<file path="config.mk">
export PLATFORM = sky130hd
export DESIGN_NAME = id_operand_stage
export DESIGN_NICKNAME = d
export VERILOG_FILES = /design/src/rtl/id_operand_stage.sv
export SDC_FILE = /design/constraint.sdc
export NUM_CORES = 1
export LEC_CHECK = 0
export ABC_AREA = 1
export CAP_MARGIN = 10
export CORE_AREA = 2 2 284 286
export CTS_BUF_LIST = sky130_fd_sc_hd__clkbuf_4 sky130_fd_sc_hd__clkbuf_8
export DETAILED_ROUTE_END_ITERATION = 8
export DIE_AREA = 0 0 286 288
export GPL_TIMING_DRIVEN = 1
export PLACE_DENSITY = 0.48
export SLEW_MARGIN = 20
export SYNTH_ARGS = -nofsm -noshare
export SYNTH_HDL_FRONTEND = slang
export SYNTH_SLANG_ARGS = --single-unit
</file>
<file path="constraint.sdc">
create_clock -name clk -period 11.3 [get_ports clk]
set_input_delay 2.825 -clock clk [delete_from_list [all_inputs] [get_ports clk]]
set_output_delay 2.825 -clock clk [all_outputs]
set_load 0.02 [all_outputs]
</file>
<file path="src/rtl/id_operand_stage.sv">
// ID-stage operand fetch and ID/EX pipeline register for the 5-stage LEGv8 pipeline.
// The stage drives both register file read ports and resolves MEM and WB forwarding
// in the same cycle. It flags EX-stage producers so the EX mux can bypass them.
// It also stalls the front end for one cycle on a load-use dependency.
module id_operand_stage #(
  parameter int DATA_W = 64,
  parameter int CTRL_W = 8
) (
  input  logic              clk,
  input  logic              reset,
  // IF/ID instruction and decoded control
  input  logic              id_valid,
  input  logic [31:0]       id_instr,
  input  logic [63:0]       id_pc,
  input  logic              id_reg2loc,
  input  logic              id_regwrite,
  input  logic              id_memread,
  input  logic [DATA_W-1:0] id_imm,
  input  logic [CTRL_W-1:0] id_ctrl,
  // register file read ports
  output logic [4:0]        rf_read_reg1,
  output logic [4:0]        rf_read_reg2,
  input  logic [DATA_W-1:0] rf_data1,
  input  logic [DATA_W-1:0] rf_data2,
  // EX/MEM writer
  input  logic              mem_regwrite,
  input  logic [4:0]        mem_rd,
  input  logic [DATA_W-1:0] mem_result,
  // MEM/WB writer (also the register file write port)
  input  logic              wb_regwrite,
  input  logic [4:0]        wb_rd,
  input  logic [DATA_W-1:0] wb_data,
  // hazard control
  input  logic              flush,
  output logic              stall,
  // ID/EX register
  output logic              ex_valid,
  output logic [63:0]       ex_pc,
  output logic [DATA_W-1:0] ex_op_a,
  output logic [DATA_W-1:0] ex_op_b,
  output logic [DATA_W-1:0] ex_imm,
  output logic [4:0]        ex_rd,
  output logic              ex_regwrite,
  output logic              ex_memread,
  output logic [CTRL_W-1:0] ex_ctrl,
  output logic              ex_fwd_a,
  output logic              ex_fwd_b
);

  // X31 reads as zero and is never a forwarding target.
  localparam logic [4:0] ZERO_REG = 5'd31;

  // Operand selection for one source register. XZR wins over any writer.
  // MEM beats WB because it holds the younger value. WB must be bypassed because
  // the register file only commits it on the coming edge.
  function automatic logic signed [DATA_W-1:0] fwd_operand(
    input logic [4:0]        src,
    input logic [DATA_W-1:0] rf_val,
    input logic              m_we,
    input logic [4:0]        m_rd,
    input logic [DATA_W-1:0] m_val,
    input logic              w_we,
    input logic [4:0]        w_rd,
    input logic [DATA_W-1:0] w_val
  );
    logic signed [DATA_W-1:0] res;
    res = $signed(rf_val);
    if (src == ZERO_REG) begin
      res = '0;
    end else if (m_we && (m_rd == src)) begin
      res = $signed(m_val);
    end else if (w_we && (w_rd == src)) begin
      res = $signed(w_val);
    end
    return res;
  endfunction

  // True when the instruction currently in EX will write register src.
  function automatic logic ex_depends(
    input logic [4:0] src,
    input logic       e_vld,
    input logic       e_we,
    input logic [4:0] e_rd
  );
    return e_vld && e_we && (e_rd == src) && (src != ZERO_REG);
  endfunction

  // ---------------- ID stage (combinational, p0) ----------------
  logic [4:0]               rn_p0;
  logic [4:0]               r2_p0;
  logic signed [DATA_W-1:0] op_a_p0;
  logic signed [DATA_W-1:0] op_b_p0;
  logic                     dep_a_p0;
  logic                     dep_b_p0;
  logic                     hazard_p0;
  logic                     capture_p0;
  logic                     unused_instr_bits;

  assign unused_instr_bits = ^{id_instr[31:21], id_instr[15:10]};

  // Decode source registers, fetch/forward operands and detect hazards.
  always_comb begin
    rn_p0     = id_instr[9:5];
    r2_p0     = id_reg2loc ? id_instr[4:0] : id_instr[20:16];
    op_a_p0   = fwd_operand(rn_p0, rf_data1, mem_regwrite, mem_rd, mem_result,
                            wb_regwrite, wb_rd, wb_data);
    op_b_p0   = fwd_operand(r2_p0, rf_data2, mem_regwrite, mem_rd, mem_result,
                            wb_regwrite, wb_rd, wb_data);
    dep_a_p0  = ex_depends(rn_p0, ex_valid, ex_regwrite, ex_rd);
    dep_b_p0  = ex_depends(r2_p0, ex_valid, ex_regwrite, ex_rd);
    // A load in EX cannot be bypassed yet; the consumer waits one cycle.
    hazard_p0 = id_valid && ex_valid && ex_memread && (dep_a_p0 || dep_b_p0);
    stall     = hazard_p0 && !flush;
    // Neither a flush nor a stall bubble lets the ID instruction into EX.
    capture_p0 = !flush && !hazard_p0;
  end

  assign rf_read_reg1 = rn_p0;
  assign rf_read_reg2 = r2_p0;

  // ---------------- ID/EX boundary (p1) ----------------
  // Control half of ID/EX: bubbles clear valid, write enables and bypass flags.
  always_ff @(posedge clk or posedge reset) begin
    if (reset) begin
      ex_valid    <= 1'b0;
      ex_regwrite <= 1'b0;
      ex_memread  <= 1'b0;
      ex_fwd_a    <= 1'b0;
      ex_fwd_b    <= 1'b0;
    end else if (!capture_p0) begin
      ex_valid    <= 1'b0;
      ex_regwrite <= 1'b0;
      ex_memread  <= 1'b0;
      ex_fwd_a    <= 1'b0;
      ex_fwd_b    <= 1'b0;
    end else begin
      ex_valid    <= id_valid;
      ex_regwrite <= id_regwrite && id_valid;
      ex_memread  <= id_memread && id_valid;
      // A load producer would have stalled, so any dependency here is an ALU result.
      ex_fwd_a    <= dep_a_p0 && id_valid;
      ex_fwd_b    <= dep_b_p0 && id_valid;
    end
  end

  // Data half of ID/EX: captured only on a real capture, held across bubbles.
  always_ff @(posedge clk or posedge reset) begin
    if (reset) begin
      ex_pc   <= '0;
      ex_op_a <= '0;
      ex_op_b <= '0;
      ex_imm  <= '0;
      ex_rd   <= '0;
      ex_ctrl <= '0;
    end else if (capture_p0) begin
      ex_pc   <= id_pc;
      ex_op_a <= op_a_p0;
      ex_op_b <= op_b_p0;
      ex_imm  <= id_imm;
      ex_rd   <= id_instr[4:0];
      ex_ctrl <= id_ctrl;
    end
  end

endmodule

</file>
* Word level (Yosys, flattened, before mapping) *
Index checks and enable logic that the tools add are counted.
W data, S select, Z words.

cells by class
  eq/ne operators = 10
  mux-type cells = 12
  reduce and logical (&&, ||, !) cells = 21

operator list
  kind                  number
  $mux W64              6
  $eq A5 B5 Y1          6
  $logic_and A1 B1 Y1   18
  $eq A5 B5 Y1 const B  2
  $ne A5 B5 Y1 const B  2
  $mux W1               5
  $mux W5               1
  $logic_not A1 Y1      2
  $logic_or A1 B1 Y1    1

storage, ports and cells
  bits in registers = 274
  input port bits = 443
  output and inout bits = 285
  word-level logic and storage cells = 54

* Logic depth before layout (Yosys ltp) *
  depth in word-level cells = 9
  depth in mapped cells = 17
  depth with buffers taken out = 13

* Worst setup path before layout *
Ideal clock, no wire load.

  path type = input-to-output
  start = input port id_reg2loc
  end = output port stall
  arrival time = 4.005 ns
  required time = 8.475 ns
  setup slack = 4.470 ns
  stages on the path = 10
  buffers on the path = 1
  cell sequence = buf_6 nand2_1 nand2_1 nand3_1 nor2_1 nor2_1 nand2_1 nand2_2 nand2_2 nor2_1

between the ends
  word-level cells in the longest chain between the ends = 7
  elaborated cells on any way between the ends = 8
  classes of those cells = eq/ne (2); mux (1); reduce/logical (5)

RTL lines
  item                   line  text
  start: declaration     15    input logic id_reg2loc,
  $mux W5 *              104   r2_p0 = id_reg2loc ? id_instr[4:0] : id_instr[20:16];
  via rf_read_reg2[3]    22    output logic [4:0] rf_read_reg2,
  $eq A5 B5 Y1           85    return e_vld && e_we && (e_rd == src) && (src != ZERO_REG);
  $logic_and A1 B1 Y1    85
  $logic_and A1 B1 Y1 *  85
  $logic_or A1 B1 Y1 *   112   hazard_p0 = id_valid && ex_valid && ex_memread && (dep_a_p0 || dep_b_p0);
  $logic_and A1 B1 Y1 *  112
  $logic_and A1 B1 Y1 *  113   stall = hazard_p0 && !flush;
  end: declaration       35    output logic stall,

Mark *: on every way through the listed nets, which the timed path passes. The rest lies on a longest branch.

* Worst setup path after layout *
  start = input port id_instr[9]
  end = output port stall

between the ends
  word-level cells in the longest chain between the ends = 6
  elaborated cells on any way between the ends = 7
  classes of those cells = eq/ne (2); reduce/logical (5)

RTL lines
  item                   line  text
  start: declaration     13    input logic [31:0] id_instr,
  $eq A5 B5 Y1           85
  $logic_and A1 B1 Y1    85
  $logic_and A1 B1 Y1 *  85
  $logic_or A1 B1 Y1 *   112
  $logic_and A1 B1 Y1 *  112
  $logic_and A1 B1 Y1 *  113

Every way passes the cells marked *; elsewhere a longest branch is shown, timed or not.

==> results.rst <==
.. list-table::
   :header-rows: 1

   * - Metric
     - Value
   * - Buffers and inverters on the worst path
     - 2
   * - Power, Total
     - 3060 uW
   * - Number of placement rows
     - 104
   * - Sequential cell area
     - 6860 um^2
   * - Drc violations
     - 0
   * - Setup Viol. Count Final
     - 0
   * - Boundary pin count
     - between 700 and 800
   * - Number of filler cells placed in the layout
     - 8,658
   * - Max Clock Freq
     - 119 MHz
   * - Via count of the first global-routing pass
     - 16.3k
   * - Final period util
     - 74.7%
   * - Cell area after synthesis
     - ~14,000 um^2
   * - Maximum level of the CTS H-tree
     - 2
   * - Count of final max-slew check failures
     - 0
   * - Yosys warns
     - 0
   * - Maximum fanout count along the critical path
     - 25
   * - Maximum vdd drop
     - 85.4 uV
   * - Width of the chip
     - about 290 um
   * - Number of vias per cell after detailed routing
     - between 4 and 5
   * - Count of distinct cell types in the synthesized netlist
     - 24
   * - Worst Setup Start Kind
     - input port
   * - Total clock sinks
     - 274
   * - Summed negative setup slack over all endpoints
     - 0 ns
   * - Critical path's top delay family
     - simple AND/OR/NAND/NOR gates
   * - Power density over cell area
     - between 100 and 150 nW/um^2
   * - Cell types with the largest area share after synthesis
     - dfrtp_1 48%, nand2_1 22%, nand4_1 5.6%
   * - Core region area
     - about 80,000 um^2
   * - Sequential cell area fraction in the yosys report
     - around 48%
   * - Aggregate global routing overflow
     - 0
   * - Cell type of the slowest stage on the worst timing path
     - nor2_4
   * - Clock tree from TritonCTS
     - built
   * - Effective utilization at floorplan
     - approximately 18%
   * - Gate count of the mapped netlist
     - 1,964
   * - Series of cell instances along the critical path
     - clkdlybuf4s50_1 -> nand3_1 -> nor2_4 -> nor3_1 -> nand3_1 -> nand2_2 -> nand2_2 -> nor2_1 -> clkdlybuf4s50_1
   * - Aggregate routed wire length
     - 79,000 um
   * - Required time at the endpoint of the critical path
     - 8.48 ns
   * - Leak pwr
     - 0.0107 uW
   * - Number of instances resized during post-cts repair
     - 0
   * - Number of antenna violations at the first check in global routing
     - 12
   * - Iter 0 DRT Violations
     - ~1,000
   * - Clock latency on the worst-skew pair
     - 0.67 ns
   * - Minimum clock period
     - 8.44 ns
   * - Vertical die dimension
     - 288 um
   * - Slew at the pin closest to its max-slew limit
     - 1.19 ns
   * - Worst setup path startpoint
     - id_instr[9]
   * - Number of flip-flops and latches in the synthesized netlist
     - 274
   * - Hold-fix buffers at CTS
     - 0
   * - Number of max-cap violations
     - 0
   * - Fraction of layout cells with a size suffix above 1
     - 7.92%
   * - Area fraction of the dominant cell type after synthesis
     - 47.6%
   * - Number of optimization iterations in the first detailed-route pass
     - 5
   * - Hold Worst Slack
     - 0.478 ns
   * - Cell accounting for the most synthesized area
     - dfrtp_1
   * - All-layer global routing usage
     - a little under a fifth
   * - Total placed cells including tap cells
     - roughly 3.6k
   * - Global-route wire length before repair
     - 113,000 um
   * - Pin count of the biggest net entering global routing
     - just over 200
   * - Post-Synthesis Net Count
     - 2,407
   * - Weighted congestion reported at the end of routability-driven placement
     - about 0.87
   * - Slowest Stage Delay on Critical Path
     - 0.71 ns
   * - Status
     - finished, final reports clean
   * - Average cell area after synthesis
     - 7.33 um^2
   * - Maximum clock skew at final layout
     - 0.0339 ns
   * - Worst Path Arrival
     - roughly 5.6 ns
   * - Type of the most critical hold path
     - reg2reg
   * - Layout overhead on the synthesized area
     - 63.0%
   * - FF-to-FF Start
     - ex_rd[1]
   * - Net count of the finished layout
     - slightly above 3k
   * - Crit end category
     - output port
   * - Worst setup path class
     - in2out
   * - Via count
     - 16.0k
   * - Unrepaired setup endpoints after global routing
     - no
   * - Area of the die
     - 82,400 um^2
   * - Clock transition time at the flip-flop clock pins of the worst setup and hold paths
     - ~0.060 ns
   * - Hold path start
     - ex_pc[3]
   * - Port Buffer Count
     - 710
   * - Final number of hold-violating endpoints
     - 0
   * - Post-DR wirelength/cell
     - 21.3 um
   * - Area of the multi-input gates
     - 6730 um^2
   * - # Post-CTS Setup Buffers
     - 0
   * - Residual antenna-violating net count after detailed routing
     - 0
   * - Number of buffers on the longest clock path
     - 3
   * - Final non-filler cell total
     - between 3k and 4k
   * - Total half-perimeter wirelength after legalization and detailed placement
     - about 55,000 um
   * - Clock tree root driver cell
     - clkbuf_8
   * - Clock buffers created by TritonCTS
     - 55
   * - Slew margin rel.
     - 20.5%
[state kept, by name, indices dropped and copies added, names as in the netlist]
register	flops
ex_pc	64
ex_op_a	64
ex_rd	5
ex_regwrite	1
ex_memread	1
ex_fwd_a	1
ex_fwd_b	1
ex_valid	1
ex_ctrl	8
ex_imm	64
ex_op_b	64
[cell usage after synthesis]
library cell / n
nand2_1: 845
dfrtp_1: 274
nor2_1: 151
nand3_1: 150
nand4_1: 128
o21ai_1: 111
clkbuf_1: 67
or2_2: 64
inv_1: 30
buf_1: 28
o21ai_0: 27
buf_6: 25
buf_2: 21
buf_4: 11
nand2_2: 9
o22ai_1: 7
a21oi_1: 5
nand2_4: 3
nor3_1: 2
xor2_1: 2
a21oi_4: 1
clkbuf_2: 1
inv_6: 1
nand3b_1: 1
[metal layers]
| metal | GRT usage (%) | vias to the layer above | part of all wire, % |
|---|---|---|---|
| li1 | - | 7634 | - |
| met1 | 22.3 | 7506 | 41 |
| met2 | 30.9 | 716 | 47 |
| met3 | 6.15 | 108 | 9.5 |
| met4 | 5.92 | 6 | 2.8 |
| met5 | 0 | - | 0.044 |
[metrics by stage]
stage	utilization [%]	worst slack, ns	cell area, um^2
after floorplan	-	0.923	14400
after global placement	28.0	2.80	22300
after detailed placement	28.0	2.77	22300
after CTS	29.5	2.77	23500
after global routing	29.5	2.69	23500
final	29.5	2.86	23500
[cells in the final DEF, fill, tap and decap left out, types with 5 or more instances in the layout]
cell type	n
nand2_1	845
diode_2	5
buf_4	21
nand3_4	5
clkdlybuf4s50_1	710
o21ai_0	27
nand2_2	8
o22ai_1	7
nand4_1	128
inv_1	29
nand3_1	145
dfrtp_1	274
o21ai_1	111
nor2_4	5
clkbuf_8	68
nor2_1	146
or2_2	64
clkbuf_4	18
clkinv_2	7
[power by group]
part,internal [uW],total [uW],switching (uW)
clock,600,1100,495
sequential,1080,1130,55.4
combinational,377,836,460
[worst paths after layout]
kind / to / slack [ns] / cells past startpoint
max: stall / 2.86 / 9
min: ex_pc[3] / 0.48 / 2
max reg2reg: ex_op_a[24] / 8.10 / 9
min reg2reg: ex_pc[3] / 0.48 / 2
max in group asynchronous: ex_op_a[43] / 7.11 / 3
min in group asynchronous: ex_imm[29] / 2.76 / 2
[worst min-delay path: stages, from the launching register on]
cell and delay (ns):
dfrtp_1 0.34, nand2_1 0.05, nand2_1 0.06
[kinds of logic (layout without fill, tap and decap cells)]
logic type      after synthesis  in the layout  share of synthesized area (%)
other cells                   0              5                              0
xor+xnor                      2              2                          0.122
buf+inv                     184            859                           6.61
simple gates               1353           1353                           40.3
compound gates              151            151                           5.39
flops                       274            274                           47.6
[cell type report]
cell class,count,share of cell area (%)
timing repair buffer,732,31.0
sequential,274,29.2
multi-input combinational,1506,28.7
tap,1060,5.65
clock buffer,86,4.56
inverter,31,0.549
clock inverter,10,0.272
antenna,5,0.0533
Power figures use the tool's default switching activity.
